$ cat src/rtl/mem_access_unit_pkg.sv
// Shared encodings for the load/store unit: access sizes, FSM states and
// the base byte-write-enable patterns that are shifted into the addressed lanes.
package mem_access_unit_pkg;

  localparam logic [1:0] SIZE_B = 2'b00;
  localparam logic [1:0] SIZE_H = 2'b01;
  localparam logic [1:0] SIZE_W = 2'b10;

  typedef enum logic [1:0] {
    IDLE    = 2'b00,
    RD_WAIT = 2'b01,
    RESP    = 2'b10
  } state_e;

  localparam logic [3:0] WEN_B = 4'b0001;
  localparam logic [3:0] WEN_H = 4'b0011;
  localparam logic [3:0] WEN_W = 4'b1111;

  // Size 11 behaves exactly like a word access.
  function automatic logic is_word(input logic [1:0] size);
    return size[1];
  endfunction

endpackage

$ cat src/rtl/mem_access_unit_load_aligner.sv
// Picks the addressed byte/halfword out of a 32-bit SRAM read word and
// sign- or zero-extends it; word accesses pass through unchanged.
module load_aligner
  import mem_access_unit_pkg::*;
(
  input  logic [31:0] rdata,
  input  logic [1:0]  offset,
  input  logic [1:0]  size,
  input  logic        sign,
  output logic [31:0] data
);

  logic [7:0]  byte_lane;
  logic [15:0] half_lane;

  // Lane select and extension
  always_comb begin
    case (offset)
      2'd0:    byte_lane = rdata[7:0];
      2'd1:    byte_lane = rdata[15:8];
      2'd2:    byte_lane = rdata[23:16];
      default: byte_lane = rdata[31:24];
    endcase
    half_lane = offset[1] ? rdata[31:16] : rdata[15:0];
    if (is_word(size)) begin
      data = rdata;
    end else if (size == SIZE_H) begin
      data = {{16{sign & half_lane[15]}}, half_lane};
    end else begin
      data = {{24{sign & byte_lane[7]}}, byte_lane};
    end
  end

endmodule

$ cat src/rtl/mem_access_unit.sv
// Load/store unit: one request at a time to a synchronous data SRAM.
// Stores complete in the accept cycle; loads return a response two cycles later.
module mem_access_unit
  import mem_access_unit_pkg::*;
#(
  parameter bit          CHECK_ALIGN    = 1'b1,
  parameter logic [31:0] SRAM_ADDR_MASK = 32'hFFFF_FFFC
) (
  input  logic        clk,
  input  logic        resetn,
  input  logic        req_valid,
  output logic        req_ready,
  input  logic        req_wr,
  input  logic [1:0]  req_size,
  input  logic        req_sign,
  input  logic [31:0] req_addr,
  input  logic [31:0] req_wdata,
  input  logic [4:0]  req_waddr,
  output logic        data_sram_en,
  output logic [3:0]  data_sram_wen,
  output logic [31:0] data_sram_addr,
  output logic [31:0] data_sram_wdata,
  input  logic [31:0] data_sram_rdata,
  output logic        resp_valid,
  input  logic        resp_ready,
  output logic [31:0] resp_rdata,
  output logic [4:0]  resp_waddr,
  output logic        addr_error
);

  state_e      state_q, state_d;
  logic        accept;
  logic        misaligned;
  logic [1:0]  eff_off;
  logic [1:0]  off_q;
  logic [1:0]  size_q;
  logic        sign_q;
  logic [4:0]  waddr_q;
  logic [31:0] ld_data;

  assign accept = req_valid & req_ready;

  // Alignment check; with checking disabled the low bits below the access
  // size are dropped so lane selection always lands on a natural boundary.
  always_comb begin
    misaligned = 1'b0;
    eff_off    = req_addr[1:0];
    if (is_word(req_size)) begin
      misaligned = |req_addr[1:0];
      eff_off    = '0;
    end else if (req_size == SIZE_H) begin
      misaligned = req_addr[0];
      eff_off    = {req_addr[1], 1'b0};
    end
    if (!CHECK_ALIGN) misaligned = 1'b0;
  end

  // State register
  always_ff @(posedge clk or negedge resetn) begin
    if (!resetn) state_q <= IDLE;
    else         state_q <= state_d;
  end

  // Next-state logic
  always_comb begin
    state_d = state_q;
    case (state_q)
      IDLE:    if (accept && !misaligned && !req_wr) state_d = RD_WAIT;
      RD_WAIT: state_d = RESP;
      RESP:    if (resp_ready) state_d = IDLE;
      default: state_d = IDLE;
    endcase
  end

  // Request handshake and SRAM port drive
  always_comb begin
    req_ready       = (state_q == IDLE);
    data_sram_en    = 1'b0;
    data_sram_wen   = '0;
    data_sram_addr  = '0;
    data_sram_wdata = '0;
    if (req_valid && req_ready && !misaligned) begin
      data_sram_en   = 1'b1;
      data_sram_addr = req_addr & SRAM_ADDR_MASK;
      if (req_wr) begin
        if (is_word(req_size)) begin
          data_sram_wen   = WEN_W;
          data_sram_wdata = req_wdata;
        end else if (req_size == SIZE_H) begin
          data_sram_wen   = WEN_H << eff_off;
          data_sram_wdata = {2{req_wdata[15:0]}};
        end else begin
          data_sram_wen   = WEN_B << eff_off;
          data_sram_wdata = {4{req_wdata[7:0]}};
        end
      end
    end
  end

  load_aligner u_load_aligner (
    .rdata  (data_sram_rdata),
    .offset (off_q),
    .size   (size_q),
    .sign   (sign_q),
    .data   (ld_data)
  );

  // Load context capture, response register and misalignment pulse
  always_ff @(posedge clk or negedge resetn) begin
    if (!resetn) begin
      off_q      <= '0;
      size_q     <= '0;
      sign_q     <= 1'b0;
      waddr_q    <= '0;
      resp_valid <= 1'b0;
      resp_rdata <= '0;
      resp_waddr <= '0;
      addr_error <= 1'b0;
    end else begin
      addr_error <= accept & misaligned;
      if (accept && !misaligned && !req_wr) begin
        off_q   <= eff_off;
        size_q  <= req_size;
        sign_q  <= req_sign;
        waddr_q <= req_waddr;
      end
      if (state_q == RD_WAIT) begin
        resp_valid <= 1'b1;
        resp_rdata <= ld_data;
        resp_waddr <= waddr_q;
      end else if (state_q == RESP && resp_ready) begin
        resp_valid <= 1'b0;
      end
    end
  end

endmodule

$ cat config.mk
export PLATFORM = sky130hd
export DESIGN_NAME = mem_access_unit
export DESIGN_NICKNAME = d
export VERILOG_FILES = /design/src/rtl/mem_access_unit_pkg.sv /design/src/rtl/mem_access_unit_load_aligner.sv /design/src/rtl/mem_access_unit.sv
export SDC_FILE = /design/constraint.sdc
export NUM_CORES = 1
export LEC_CHECK = 0
export BUFFER_PORTS_ARGS = -buffer_cell sky130_fd_sc_hd__buf_2
export CORE_MARGIN = 2
export CORE_UTILIZATION = 43
export CTS_CLUSTER_SIZE = 20
export DETAILED_ROUTE_END_ITERATION = 10
export HOLD_SLACK_MARGIN = 0.1
export PLACE_DENSITY = 0.83
export SLEW_MARGIN = 25
export SYNTH_ARGS = -nofsm -noshare
export SYNTH_HDL_FRONTEND = slang
export SYNTH_SLANG_ARGS = --single-unit
$ cat constraint.sdc
create_clock -name clk -period 1.51 [get_ports clk]
set_input_delay 0.0755 -clock clk [delete_from_list [all_inputs] [get_ports clk]]
set_output_delay 0.0755 -clock clk [all_outputs]
set_load 0.01 [all_outputs]
==> run_summary.xml, run 1 <==
<?xml version="1.0" encoding="UTF-8"?>
<metrics>
  <group name="logic_synthesis">
    <metric name="synthMostInstantiatedCell" unit="">sky130_fd_sc_hd__nand2_1</metric>
    <metric name="yosys-top-cells-count" unit="">59 x sky130_fd_sc_hd__nand2_1, 51 x sky130_fd_sc_hd__dfrtp_1, 51 x sky130_fd_sc_hd__nor2_1</metric>
    <metric name="syn_area_per_cell" unit="um^2">8.46</metric>
    <metric name="synth_top_cell_area_share" unit="%">37.8</metric>
    <metric name="synth_enable_flop_cells" unit="">0</metric>
    <metric name="synth.yosys.seq_area_share" unit="%">37.8</metric>
    <metric name="syn_area" unit="um^2">3370</metric>
    <metric name="synth_area_leader_cell" unit="">sky130_fd_sc_hd__dfrtp_1</metric>
    <metric name="ys_seq_elements" unit="">51</metric>
    <metric name="yosys.cell_types.count" unit="">42</metric>
    <metric name="postSynthCellCount" unit="">399</metric>
    <metric name="yosysWarnings" unit="">0</metric>
    <metric name="synth.top_cells.by_area" unit="">sky130_fd_sc_hd__dfrtp_1 38%, sky130_fd_sc_hd__and2_1 7.0%, sky130_fd_sc_hd__nand2_1 6.6%, sky130_fd_sc_hd__nor2_1 5.7%, sky130_fd_sc_hd__mux2i_1 5.6%</metric>
    <metric name="synth-async-reset-ratio" unit="%">100</metric>
    <metric name="synthFlopType" unit="">sky130_fd_sc_hd__dfrtp_1</metric>
  </group>
  <group name="sta">
    <metric name="min_period_over_period" unit="%">112</metric>
    <metric name="setup_tns" unit="ps">-8160</metric>
    <metric name="slew_viol_final" unit="">0</metric>
    <metric name="fmax" unit="GHz">0.590</metric>
    <metric name="unrepaired_setup_endpoints_after_global_routing" unit="">true</metric>
    <metric name="max_slew_margin" unit="%">57.5</metric>
    <metric name="report.final.hold_viol_count" unit="">0</metric>
    <metric name="final_critical_path_setup_slack" unit="ps">-184</metric>
    <metric name="period_minus_slack" unit="ps">1690</metric>
    <metric name="finalClockSkew" unit="ps">8.81</metric>
    <metric name="actual_slew_at_the_worst_max_slew_pin" unit="ps">638</metric>
    <metric name="setup_violations" unit="">67</metric>
  </group>
  <group name="power">
    <metric name="power_density_over_the_cells" unit="nW/um^2">1040</metric>
    <metric name="power.leakage" unit="nW">2.81</metric>
    <metric name="vdd_ir_drop_max" unit="V">0.000499</metric>
  </group>
  <group name="placement">
    <metric name="placement.setup.worst_slack" unit="ps">10.9</metric>
    <metric name="routabilityCongestion" unit="">0.885</metric>
    <metric name="placed_cell_area" unit="um^2">4600</metric>
    <metric name="io_buffers" unit="">215</metric>
    <metric name="detailed_place_hpwl" unit="mm">8.66</metric>
  </group>
  <group name="floorplanning">
    <metric name="std_cell_rows" unit="">32</metric>
    <metric name="initial_standard_cell_utilization_of_the_core" unit="%">44.1</metric>
    <metric name="top_level_ports" unit="">218</metric>
    <metric name="floorplan.die_area" unit="um^2">8570</metric>
    <metric name="floorplan.die.height" unit="um">92.6</metric>
    <metric name="core_area" unit="um^2">7650</metric>
    <metric name="die_w" unit="um">92.6</metric>
  </group>
  <group name="worst_setup_path">
    <metric name="worst-setup-path-type" unit="">flop to primary output</metric>
    <metric name="cp_top_family" unit="">simple AND/OR/NAND/NOR gates</metric>
    <metric name="critical_path.max_stage_delay" unit="ps">420</metric>
    <metric name="r2r-start" unit="">state_q[0]</metric>
    <metric name="worstPathArrival" unit="ps">1620</metric>
    <metric name="slowest_stage" unit="">sky130_fd_sc_hd__dfrtp_1</metric>
    <metric name="cp-start-kind" unit="">flop</metric>
    <metric name="critPathMaxFanout" unit="">24</metric>
    <metric name="end_kind" unit="">primary output</metric>
    <metric name="buffer_and_inverter_count_on_the_worst_path" unit="">2</metric>
    <metric name="critical_path.cell_chain" unit="">nor2_4 -&gt; nand3_2 -&gt; nand2b_4 -&gt; buf_12 -&gt; nor2_1 -&gt; buf_2</metric>
    <metric name="crit_start" unit="">state_q[0]</metric>
    <metric name="crit_required" unit="ps">1430</metric>
  </group>
  <group name="cells_and_area">
    <metric name="nNetsFinal" unit="">756</metric>
    <metric name="antenna-diode-count" unit="">0</metric>
    <metric name="post_route_cells_drive_above_1_share" unit="%">48.6</metric>
    <metric name="final.fill_count" unit="">583</metric>
    <metric name="area_growth_syn_to_layout" unit="%">57.2</metric>
    <metric name="fin_area" unit="um^2">5310</metric>
  </group>
  <group name="hold_path">
    <metric name="timing.hold.worst.class" unit="">primary input to flop</metric>
    <metric name="worst_hold_startpoint" unit="">data_sram_rdata[12]</metric>
  </group>
  <group name="global_routing">
    <metric name="grt_overflow_total" unit="">0</metric>
    <metric name="grt_pass1_vias" unit="">3751</metric>
    <metric name="wire_length_of_the_first_global_routing_pass" unit="mm">18.3</metric>
    <metric name="grt_antenna_before_repair" unit="">0</metric>
    <metric name="grt_use_total" unit="%">26.6</metric>
    <metric name="grt_start_max_net_pins" unit="">52</metric>
  </group>
  <group name="clock_network">
    <metric name="cts-root-buf" unit="">sky130_fd_sc_hd__clkbuf_8</metric>
    <metric name="clkSlewWorstSetupHoldPaths" unit="ps">100</metric>
    <metric name="clock-sinks" unit="">51</metric>
    <metric name="tritoncts_clock_tree" unit="">built</metric>
    <metric name="cts_inserted_buffers" unit="">5</metric>
    <metric name="htreeDepth" unit="">2</metric>
    <metric name="clock_buffer_depth" unit="">2</metric>
    <metric name="worst_skew_pair.late_latency" unit="ps">310</metric>
  </group>
  <group name="drt">
    <metric name="route.antenna.remaining_nets" unit="">0</metric>
    <metric name="avgRoutedWirePerCell" unit="um">16.1</metric>
    <metric name="dr_total_vias" unit="">3968</metric>
    <metric name="post_drt_via_cell_ratio" unit="">5.29</metric>
    <metric name="finalWirelength" unit="mm">12.1</metric>
    <metric name="detailedRoute.firstIterationViolations" unit="">162</metric>
    <metric name="drt_pass1_iterations" unit="">5</metric>
    <metric name="drc_errors" unit="">0</metric>
  </group>
  <group name="run_status">
    <metric name="run_status" unit="">finished with violations</metric>
    <metric name="violated_checks" unit="">negative setup slack</metric>
  </group>
  <group name="flow_run">
    <metric name="cap_viol_max_count" unit="">0</metric>
  </group>
</metrics>
-- power by group --
group / internal, W / switching (W)
clock network: 0.000341 / 0.000504
logic: 0.00117 / 0.00135
registers: 0.00186 / 0.000285
total: 0.00337 / 0.00213
-- worst paths after layout --
path	end	slack [ps]	cells past startpoint
max in group asynchronous	state_q[1]	690	3
max	data_sram_wdata[22]	-180	6
min	resp_rdata[12]	120	3
min reg2reg	resp_waddr[0]	480	2
min in group asynchronous	resp_rdata[29]	380	3
max reg2reg	addr_error	40	4
-- cell usage in the layout (no fill, tap or decap), types with 7 or more instances in the layout --
| cell type | n |
|---|---|
| sky130_fd_sc_hd__a21oi_1 | 24 |
| sky130_fd_sc_hd__a21oi_2 | 7 |
| sky130_fd_sc_hd__a22oi_1 | 8 |
| sky130_fd_sc_hd__and2_1 | 24 |
| sky130_fd_sc_hd__and2_4 | 14 |
| sky130_fd_sc_hd__buf_2 | 199 |
| sky130_fd_sc_hd__buf_4 | 21 |
| sky130_fd_sc_hd__buf_6 | 21 |
| sky130_fd_sc_hd__dfrtp_1 | 51 |
| sky130_fd_sc_hd__dlygate4sd3_1 | 26 |
| sky130_fd_sc_hd__mux2i_1 | 18 |
| sky130_fd_sc_hd__nand2_1 | 58 |
| sky130_fd_sc_hd__nand3_1 | 25 |
| sky130_fd_sc_hd__nor2_1 | 42 |
| sky130_fd_sc_hd__nor2_2 | 7 |
| sky130_fd_sc_hd__o21ai_0 | 8 |
-- worst min-delay path, cell delays in order --
cell and delay (ps):
sky130_fd_sc_hd__buf_2 100, sky130_fd_sc_hd__a22oi_1 80, sky130_fd_sc_hd__a21oi_1 140
-- cells by family (layout without fill, tap and decap cells) --
kind of cell | count (synthesis) | after routing | synth area share, %
compound gates | 81 | 81 | 17.1
xor+xnor | 3 | 3 | 0.779
buf+inv | 37 | 285 | 6.86
flops | 51 | 51 | 37.8
mux | 28 | 28 | 9.20
other cells | 1 | 2 | 0.111
simple gates | 198 | 198 | 28.2
-- layout make-up --
cell class	count	area [um^2]	area share [%]
clock buffer	5	68.8	1.30
inverter	5	18.8	0.354
sequential	51	1280	24.1
timing repair buffer	272	1750	32.9
clock inverter	3	27.5	0.519
multi-input combinational	312	2040	38.5
tap	102	128	2.41
-- per-stage QoR --
| stage | util [%] | hold WS (ps) | instances | power [W] |
|---|---|---|---|---|
| final | 69.4 | 119 | 750 | 0.00550 |
| after global routing | 69.4 | 140 | 750 | 0.00585 |
| after CTS | 67.5 | 114 | 749 | 0.00543 |
| after detailed placement | 60.1 | 217 | 710 | 0.00446 |
| after global placement | 60.1 | 211 | 710 | 0.00437 |
| after floorplan | - | -220 | 400 | 0.00345 |
-- metal layers --
layer | vias up | routed length [um] | share of wire, % | track usage, %
li1 | 1853 | - | - | -
met1 | 1912 | 4930 | 41 | 35.5
met2 | 188 | 6020 | 50 | 44.7
met3 | 15 | 951 | 7.9 | 4.88
met4 | 0 | 157 | 1.3 | 6.34
met5 | - | 0 | 0 | 0
-- flip-flops by register name, summed over array words and instances (netlist names) --
name and flops:
resp_rdata 32, resp_waddr 5, waddr_q 5, off_q 2, size_q 2, state_q 2
addr_error 1, resp_valid 1, sign_q 1
-- timing repair --
action / 4_1_cts / 5_1_grt
setup endpoints to repair: 68 / 102
resized for setup: 43 / 28
gates cloned: 2 / 0
buffers inserted: 3 / 1
endpoints found under the hold margin: 80 / 0
hold buffers: 26 / 0
pin swaps: 18 / 7
No activity file was read; power rests on OpenSTA's default activity.
==> run 2: changes to the inputs <==
--- a/config.mk
+++ b/config.mk
@@ -12,6 +12,7 @@
 export DETAILED_ROUTE_END_ITERATION = 10
 export HOLD_SLACK_MARGIN = 0.1
 export PLACE_DENSITY = 0.83
+export SETUP_SLACK_MARGIN = 0.5
 export SLEW_MARGIN = 25
 export SYNTH_ARGS = -nofsm -noshare
 export SYNTH_HDL_FRONTEND = slang
==> constraint.sdc (replaced) <==
create_clock -name clk -period 1.51 [get_ports clk]
set_input_delay 0.0755 -clock clk [delete_from_list [all_inputs] [get_ports clk]]
set_output_delay 0.0755 -clock clk [all_outputs]
set_load 0.005 [all_outputs]
==> run 2 against run 1 <==
  * Sequential power up 7%
  * Non-clock buffer count up 36
  * Wire length up 53%
  * Final area up 29%
  * Worst setup slack worse by 66 ps
  * Global-route usage up 11 points
  * Sequential share of layout area down 5.3 points
  * Clock power down 5.3%
  * Critical path depth up 1
  * Clock-buffer cell count unchanged
  * The run still ends with negative setup slack left
  * Via count up 18%
  * First-iteration DRC count up 140%
==> run_summary.xml, run 2 (same netlist as run 1, synthesis figures left out) <==
<?xml version="1.0" encoding="UTF-8"?>
<metrics>
  <group name="worst_setup_path">
    <metric name="critical_path.max_stage_delay" unit="ps">460</metric>
    <metric name="end_kind" unit="">flop</metric>
    <metric name="critical_path.cell_chain" unit="">buf_12 -&gt; buf_8 -&gt; buf_6 -&gt; buf_4 -&gt; o21ai_0 -&gt; a221oi_2 -&gt; nor2_1</metric>
    <metric name="worst-path-stages" unit="">7</metric>
    <metric name="worst-setup-path-type" unit="">flop to flop</metric>
    <metric name="cp_top_family" unit="">compound AO/OA/AOI/OAI gates</metric>
    <metric name="buffer_and_inverter_count_on_the_worst_path" unit="">4</metric>
    <metric name="crit_required" unit="ps">1770</metric>
    <metric name="worstRegToRegCells" unit="">7</metric>
    <metric name="cp-start-kind" unit="">flop</metric>
    <metric name="r2r-start" unit="">off_q[1]</metric>
    <metric name="worstPathArrival" unit="ps">2020</metric>
    <metric name="critPathMaxFanout" unit="">6</metric>
    <metric name="slowest_stage" unit="">sky130_fd_sc_hd__dfrtp_2</metric>
    <metric name="crit_start" unit="">off_q[1]</metric>
  </group>
  <group name="floorplanning">
    <metric name="top_level_ports" unit="">218</metric>
    <metric name="initial_standard_cell_utilization_of_the_core" unit="%">44.1</metric>
    <metric name="std_cell_rows" unit="">32</metric>
    <metric name="floorplan.die_area" unit="um^2">8570</metric>
    <metric name="floorplan.die.height" unit="um">92.6</metric>
    <metric name="core_area" unit="um^2">7650</metric>
    <metric name="die_w" unit="um">92.6</metric>
  </group>
  <group name="sta">
    <metric name="slew_viol_final" unit="">0</metric>
    <metric name="finalClockSkew" unit="ps">19.6</metric>
    <metric name="period_minus_slack" unit="ps">1760</metric>
    <metric name="actual_slew_at_the_worst_max_slew_pin" unit="ps">514</metric>
    <metric name="setup_violations" unit="">112</metric>
    <metric name="report.final.hold_viol_count" unit="">0</metric>
    <metric name="unrepaired_setup_endpoints_after_global_routing" unit="">true</metric>
    <metric name="min_period_over_period" unit="%">117</metric>
    <metric name="fin_worst_hold_slack" unit="ps">96.3</metric>
    <metric name="final_critical_path_setup_slack" unit="ps">-251</metric>
    <metric name="setup_tns" unit="ps">-12580</metric>
    <metric name="max_slew_margin" unit="%">65.4</metric>
    <metric name="fmax" unit="GHz">0.568</metric>
  </group>
  <group name="global_routing">
    <metric name="met2_layer_usage_reported_by_global_route" unit="%">69.7</metric>
    <metric name="grt_overflow_total" unit="">0</metric>
    <metric name="grt_pass1_vias" unit="">4713</metric>
    <metric name="met1_usage" unit="%">39.7</metric>
    <metric name="grt_use_total" unit="%">38.0</metric>
    <metric name="grt_antenna_before_repair" unit="">2</metric>
    <metric name="wire_length_of_the_first_global_routing_pass" unit="mm">25.0</metric>
    <metric name="grt_busiest_layer" unit="">met2</metric>
    <metric name="grt_start_max_net_pins" unit="">52</metric>
    <metric name="globalRouteMet3Util" unit="%">8.06</metric>
  </group>
  <group name="clock_network">
    <metric name="clock-sinks" unit="">51</metric>
    <metric name="clock_buffer_depth" unit="">2</metric>
    <metric name="worst_skew_pair.late_latency" unit="ps">320</metric>
    <metric name="cts-root-buf" unit="">sky130_fd_sc_hd__clkbuf_8</metric>
    <metric name="htreeDepth" unit="">2</metric>
    <metric name="tritoncts_clock_tree" unit="">built</metric>
    <metric name="cts_inserted_buffers" unit="">5</metric>
    <metric name="clkSlewWorstSetupHoldPaths" unit="ps">110</metric>
  </group>
  <group name="power">
    <metric name="power_density_over_the_cells" unit="nW/um^2">997</metric>
    <metric name="seq_power_share" unit="%">33.7</metric>
    <metric name="netSwitchingPower" unit="W">0.00283</metric>
    <metric name="cellInternalPower" unit="W">0.00399</metric>
    <metric name="vdd_ir_drop_max" unit="V">0.000498</metric>
    <metric name="power_switching_share" unit="%">41.5</metric>
    <metric name="share_clk_of_total_power" unit="%">11.7</metric>
    <metric name="power.leakage" unit="nW">3.41</metric>
    <metric name="proportion_of_power_drawn_by_combinational_gates" unit="%">54.5</metric>
  </group>
  <group name="cells_and_area">
    <metric name="nNetsFinal" unit="">796</metric>
    <metric name="post_route_cells_drive_above_1_share" unit="%">70.5</metric>
    <metric name="post-route-util" unit="%">89.6</metric>
    <metric name="fin_area" unit="um^2">6850</metric>
    <metric name="leading_cell_type_in_the_layout_fill_and_taps_excluded" unit="">sky130_fd_sc_hd__buf_2</metric>
    <metric name="largest_register_ff_count" unit="">32</metric>
    <metric name="reg.largest.list" unit="">resp_rdata x32, resp_waddr x5, waddr_q x5</metric>
    <metric name="antenna-diode-count" unit="">0</metric>
    <metric name="top_register" unit="">resp_rdata</metric>
    <metric name="area_growth_syn_to_layout" unit="%">103</metric>
    <metric name="most-common-layout-cells" unit="">178 x sky130_fd_sc_hd__buf_2, 63 x sky130_fd_sc_hd__buf_6, 47 x sky130_fd_sc_hd__dfrtp_1</metric>
  </group>
  <group name="drt">
    <metric name="post_drt_via_cell_ratio" unit="">5.92</metric>
    <metric name="drt_pass1_iterations" unit="">5</metric>
    <metric name="drc_errors" unit="">0</metric>
    <metric name="finalWirelength" unit="mm">18.4</metric>
    <metric name="route.antenna.remaining_nets" unit="">0</metric>
    <metric name="dr_total_vias" unit="">4671</metric>
    <metric name="avgRoutedWirePerCell" unit="um">23.3</metric>
    <metric name="detailedRoute.firstIterationViolations" unit="">384</metric>
  </group>
  <group name="placement">
    <metric name="io_buffers" unit="">215</metric>
    <metric name="placed_cell_area" unit="um^2">4700</metric>
    <metric name="detailed_place_hpwl" unit="mm">8.77</metric>
    <metric name="routabilityCongestion" unit="">0.895</metric>
    <metric name="placement.setup.worst_slack" unit="ps">21.1</metric>
  </group>
  <group name="run_status">
    <metric name="violated_checks" unit="">negative setup slack</metric>
    <metric name="run_status" unit="">finished with violations</metric>
  </group>
  <group name="hold_path">
    <metric name="worstHoldPathCells" unit="">3</metric>
    <metric name="timing.hold.worst.class" unit="">primary input to flop</metric>
    <metric name="worst_hold_startpoint" unit="">data_sram_rdata[29]</metric>
  </group>
  <group name="flow_run">
    <metric name="cap_viol_max_count" unit="">0</metric>
  </group>
</metrics>
==> run 2: cell count changes in the layout (fill, tap and decap cells not counted), moves of 13 or more <==
cell                      delta
sky130_fd_sc_hd__buf_2      -21
sky130_fd_sc_hd__nand3_2    +15
sky130_fd_sc_hd__and2_1     -21
sky130_fd_sc_hd__a21oi_1    -16
sky130_fd_sc_hd__and2_4     +21
sky130_fd_sc_hd__nand2_1    -19
sky130_fd_sc_hd__a21oi_2    +13
sky130_fd_sc_hd__nand3_1    -22
sky130_fd_sc_hd__buf_6      +42
==> run 2: timing repair <==
item                                   CTS  global route
setup endpoints to repair              117           118
endpoints found under the hold margin   72             0
gates cloned                            12             4
hold buffers                            22             0
gates resized for setup                164           113
buffers inserted                        34             5
pin swaps                               41            58
==> run 2: metrics by stage <==
| stage | cells | power (W) |
|---|---|---|
| 3_5_place_dp | 705 | 0.00436 |
| 4_1_cts | 780 | 0.00598 |
| 6_report | 789 | 0.00683 |
| 2_1_floorplan | 400 | 0.00337 |
| 3_3_place_gp | 705 | 0.00426 |
| 5_1_grt | 789 | 0.00710 |
==> run 2: power groups by stage <==
stage | Clock [W] | Sequential, W | Combinational [W]
final | 0.000800 | 0.00230 | 0.00372
after global routing | 0.000876 | 0.00234 | 0.00388
after CTS | 0.000773 | 0.00218 | 0.00302
after detailed placement | 0 | 0.00219 | 0.00217
after global placement | 0 | 0.00216 | 0.00210
after floorplan | 0 | 0.00218 | 0.00119
==> run 2: per-layer routing <==
layer / vias up / part of all wire (%)
met4: 0 / 7.4
met3: 139 / 10
met1: 2187 / 32
li1: 1942 / -
met2: 403 / 50
met5: - / 0
==> run 2: cell type report <==
class                           count  area (um^2)
Sequential cell                    51         1280
Clock buffer                        5         68.8
Fill cell                         330          798
Inverter                            5         23.8
Timing Repair Buffer              308         2520
Multi-Input combinational cell    316         2810
Tap cell                          102          128
Clock inverter                      2         13.8
==> run 2: worst min-delay path, stage by stage <==
cell                      delay (ps)
sky130_fd_sc_hd__buf_2           150
sky130_fd_sc_hd__nand3_2          90
sky130_fd_sc_hd__nand3_2          70
==> run 2: worst paths after layout <==
check,slack (ps),to
min in group asynchronous,280,resp_rdata[29]
max in group asynchronous,950,state_q[1]
max reg2reg,-250,resp_rdata[6]
min reg2reg,490,resp_waddr[2]
min,100,resp_rdata[29]
max,-250,resp_rdata[6]
==> run 3: changes to the inputs <==
--- a/config.mk
+++ b/config.mk
@@ -11,7 +11,7 @@
 export CTS_CLUSTER_SIZE = 20
 export DETAILED_ROUTE_END_ITERATION = 10
 export HOLD_SLACK_MARGIN = 0.1
-export PLACE_DENSITY = 0.83
+export PLACE_DENSITY_LB_ADDON = 0.12
 export SETUP_SLACK_MARGIN = 0.5
 export SLEW_MARGIN = 25
 export SYNTH_ARGS = -nofsm -noshare
==> run 3 against run 2 <==
  * The run still ends with negative setup slack left
  * Critical endpoint is now data_sram_addr[9]
  * Core utilization decreased by 13 points
  * Sequential share of layout area up 3.1 points
  * Highest routed layer unchanged
  * Critical path type is now flop to primary output
  * Clock skew down 12 ps
  * Largest power group unchanged
  * Combinational power fell by 23%
==> run_summary.xml, run 3 (same netlist as run 1, synthesis figures left out) <==
<?xml version="1.0" encoding="UTF-8"?>
<metrics>
  <group name="run_status">
    <metric name="run_status" unit="">finished with violations</metric>
    <metric name="violated_checks" unit="">negative setup slack</metric>
  </group>
  <group name="power">
    <metric name="power.leakage" unit="nW">3.08</metric>
    <metric name="vdd_ir_drop_max" unit="V">0.000452</metric>
    <metric name="power_density_over_the_cells" unit="nW/um^2">1030</metric>
    <metric name="p_total" unit="W">0.00602</metric>
  </group>
  <group name="clock_network">
    <metric name="clkSlewWorstSetupHoldPaths" unit="ps">90</metric>
    <metric name="tritoncts_clock_tree" unit="">built</metric>
    <metric name="worst_skew_pair.late_latency" unit="ps">310</metric>
    <metric name="clock-sinks" unit="">51</metric>
    <metric name="htreeDepth" unit="">2</metric>
    <metric name="cts_inserted_buffers" unit="">5</metric>
    <metric name="cts-root-buf" unit="">sky130_fd_sc_hd__clkbuf_8</metric>
    <metric name="clock_buffer_depth" unit="">2</metric>
    <metric name="cts.hold.buffers_added" unit="">23</metric>
  </group>
  <group name="worst_setup_path">
    <metric name="reg2reg_to" unit="">sign_q</metric>
    <metric name="r2r-start" unit="">state_q[0]</metric>
    <metric name="buffer_and_inverter_count_on_the_worst_path" unit="">2</metric>
    <metric name="cp_top_family" unit="">simple AND/OR/NAND/NOR gates</metric>
    <metric name="crit_required" unit="ps">1430</metric>
    <metric name="critical-path-top-cell-by-count" unit="">sky130_fd_sc_hd__nor2_4</metric>
    <metric name="end_kind" unit="">primary output</metric>
    <metric name="ff2ff_setup_slack" unit="ps">-60</metric>
    <metric name="slowest_stage" unit="">sky130_fd_sc_hd__dfrtp_1</metric>
    <metric name="worstRegToRegCells" unit="">7</metric>
    <metric name="critical_path.cell_chain" unit="">nor2_4 -&gt; nand2_2 -&gt; nor2_4 -&gt; clkbuf_16 -&gt; and2_1 -&gt; buf_2</metric>
    <metric name="worstPathArrival" unit="ps">1550</metric>
    <metric name="cp-start-kind" unit="">flop</metric>
    <metric name="critPathMaxFanout" unit="">15</metric>
    <metric name="worst-setup-path-type" unit="">flop to primary output</metric>
    <metric name="critical_path.max_stage_delay" unit="ps">420</metric>
  </group>
  <group name="hold_path">
    <metric name="worstHoldEndpoint" unit="">addr_error</metric>
    <metric name="worst_hold_startpoint" unit="">req_valid</metric>
    <metric name="timing.hold.worst.class" unit="">primary input to flop</metric>
    <metric name="worstHoldPathCells" unit="">3</metric>
  </group>
  <group name="placement">
    <metric name="detailed_place_hpwl" unit="mm">8.78</metric>
    <metric name="placement.setup.worst_slack" unit="ps">9.20</metric>
    <metric name="dp_cells" unit="">707</metric>
    <metric name="io_buffers" unit="">215</metric>
    <metric name="routabilityCongestion" unit="">0.935</metric>
  </group>
  <group name="cells_and_area">
    <metric name="area_growth_syn_to_layout" unit="%">73.7</metric>
    <metric name="reg.largest.list" unit="">resp_rdata x32, resp_waddr x5, waddr_q x5</metric>
    <metric name="top_register" unit="">resp_rdata</metric>
    <metric name="final.fill_count" unit="">562</metric>
    <metric name="instances_no_fill" unit="">766</metric>
    <metric name="nNetsFinal" unit="">773</metric>
    <metric name="antenna-diode-count" unit="">0</metric>
    <metric name="post_route_cells_drive_above_1_share" unit="%">58.0</metric>
    <metric name="multiInputGateArea" unit="um^2">2390</metric>
    <metric name="seq_area" unit="um^2">1280</metric>
    <metric name="most-common-layout-cells" unit="">208 x sky130_fd_sc_hd__buf_2, 48 x sky130_fd_sc_hd__dfrtp_1, 47 x sky130_fd_sc_hd__nand2_1</metric>
    <metric name="largest_register_ff_count" unit="">32</metric>
    <metric name="leading_cell_type_in_the_layout_fill_and_taps_excluded" unit="">sky130_fd_sc_hd__buf_2</metric>
  </group>
  <group name="floorplanning">
    <metric name="core_area" unit="um^2">7650</metric>
    <metric name="floorplan.die_area" unit="um^2">8570</metric>
    <metric name="top_level_ports" unit="">218</metric>
    <metric name="std_cell_rows" unit="">32</metric>
    <metric name="die_w" unit="um">92.6</metric>
    <metric name="initial_standard_cell_utilization_of_the_core" unit="%">44.1</metric>
    <metric name="floorplan.die.height" unit="um">92.6</metric>
  </group>
  <group name="drt">
    <metric name="met1_layer_wirelength_in_the_final_routing" unit="mm">4.55</metric>
    <metric name="finalWirelength" unit="mm">13.0</metric>
    <metric name="route.met3.wl" unit="um">899</metric>
    <metric name="routed-wl-met2" unit="mm">7.11</metric>
    <metric name="detailedRoute.firstIterationViolations" unit="">139</metric>
    <metric name="post_drt_via_cell_ratio" unit="">5.23</metric>
    <metric name="dr_total_vias" unit="">4009</metric>
    <metric name="route.antenna.remaining_nets" unit="">0</metric>
    <metric name="drt_pass1_iterations" unit="">4</metric>
    <metric name="drc_errors" unit="">0</metric>
    <metric name="avgRoutedWirePerCell" unit="um">17.0</metric>
    <metric name="highest-signal-layer" unit="">met4</metric>
  </group>
  <group name="flow_run">
    <metric name="cap_viol_max_count" unit="">0</metric>
  </group>
  <group name="global_routing">
    <metric name="grt_antenna_before_repair" unit="">0</metric>
    <metric name="grt_pass1_vias" unit="">3897</metric>
    <metric name="grt_overflow_total" unit="">0</metric>
    <metric name="wire_length_of_the_first_global_routing_pass" unit="mm">19.0</metric>
    <metric name="grt_use_total" unit="%">28.2</metric>
    <metric name="grt_start_max_net_pins" unit="">33</metric>
  </group>
  <group name="sta">
    <metric name="report.final.hold_viol_count" unit="">0</metric>
    <metric name="period_minus_slack" unit="ps">1620</metric>
    <metric name="final_critical_path_setup_slack" unit="ps">-112</metric>
    <metric name="min_period_over_period" unit="%">107</metric>
    <metric name="fmax" unit="GHz">0.617</metric>
    <metric name="finalClockSkew" unit="ps">8.01</metric>
    <metric name="unrepaired_setup_endpoints_after_global_routing" unit="">true</metric>
    <metric name="slew_viol_final" unit="">0</metric>
    <metric name="setup_violations" unit="">72</metric>
  </group>
</metrics>
-- run 3: changes by cell type in the layout (fill, tap and decap cells not counted), moves of 6 or more --
| cell | delta |
|---|---|
| sky130_fd_sc_hd__buf_2 | +30 |
| sky130_fd_sc_hd__a21oi_1 | +13 |
| sky130_fd_sc_hd__nand2_1 | +8 |
| sky130_fd_sc_hd__nand3_1 | +9 |
| sky130_fd_sc_hd__buf_6 | -46 |
| sky130_fd_sc_hd__and2_1 | +31 |
| sky130_fd_sc_hd__and2_4 | -31 |
| sky130_fd_sc_hd__a21oi_2 | -8 |
| sky130_fd_sc_hd__nand3_4 | -6 |
-- run 3: worst register-to-register path, cell delays in order, from the launching register on --
cell and delay [ps]:
sky130_fd_sc_hd__dfrtp_1 420, sky130_fd_sc_hd__nor2_4 150, sky130_fd_sc_hd__buf_4 130, sky130_fd_sc_hd__buf_6 80
sky130_fd_sc_hd__buf_6 80, sky130_fd_sc_hd__o2111ai_4 120, sky130_fd_sc_hd__buf_12 180, sky130_fd_sc_hd__mux2_4 290
-- run 3: layout make-up --
class	count	share of cell area, %
repair buffers	286	33.0
well taps	102	2.18
clock inverters	1	0.512
inverters	5	0.384
clock buffers	6	1.24
flip-flops and latches	51	21.8
multi-input cells	315	40.8
-- run 3: how the worst max path moves through the flow --
stage / start / to / cells past startpoint
finish: state_q[0] / data_sram_addr[9] / 6
CTS: state_q[0] / data_sram_addr[3] / 6
global route: state_q[0] / data_sram_addr[9] / 6
global placement: off_q[1] / resp_rdata[12] / 4
floorplan: state_q[1] / sign_q / 4
detailed placement: off_q[1] / resp_rdata[10] / 4
-- run 3: what timing repair did --
item | CTS | global route
buffers inserted | 17 | 3
gates cloned | 6 | 3
resized for setup | 64 | 51
setup endpoints to repair | 117 | 117
pin swaps | 13 | 7
endpoints found under the hold margin | 43 | 1
-- run 3: stage by stage --
stage | hold slack [ps] | util (%) | cell area [um^2] | TNS (ps)
global placement | 59.6 | 61.8 | 4730 | 0
CTS | 71.0 | 73.0 | 5580 | -4980
detailed placement | 64.6 | 61.8 | 4730 | 0
global route | 83.1 | 76.7 | 5860 | -12210
floorplan | -220 | - | 3540 | 0
finish | 74.0 | 76.7 | 5860 | -5090
-- run 3: where the power goes --
group / leakage (nW) / switching [W] / internal, W
sequential: 0.614 / 0.000329 / 0.00187
combinational: 2.41 / 0.00140 / 0.00147
clock: 0.0513 / 0.000469 / 0.000487
-- run 3: layer usage --
layer  vias to the layer above  global-route usage (%)
li1                       1893                       -
met1                      1902                    30.1
met2                       182                    54.4
met3                        32                    5.21
met4                         0                    10.8
met5                         -                       0
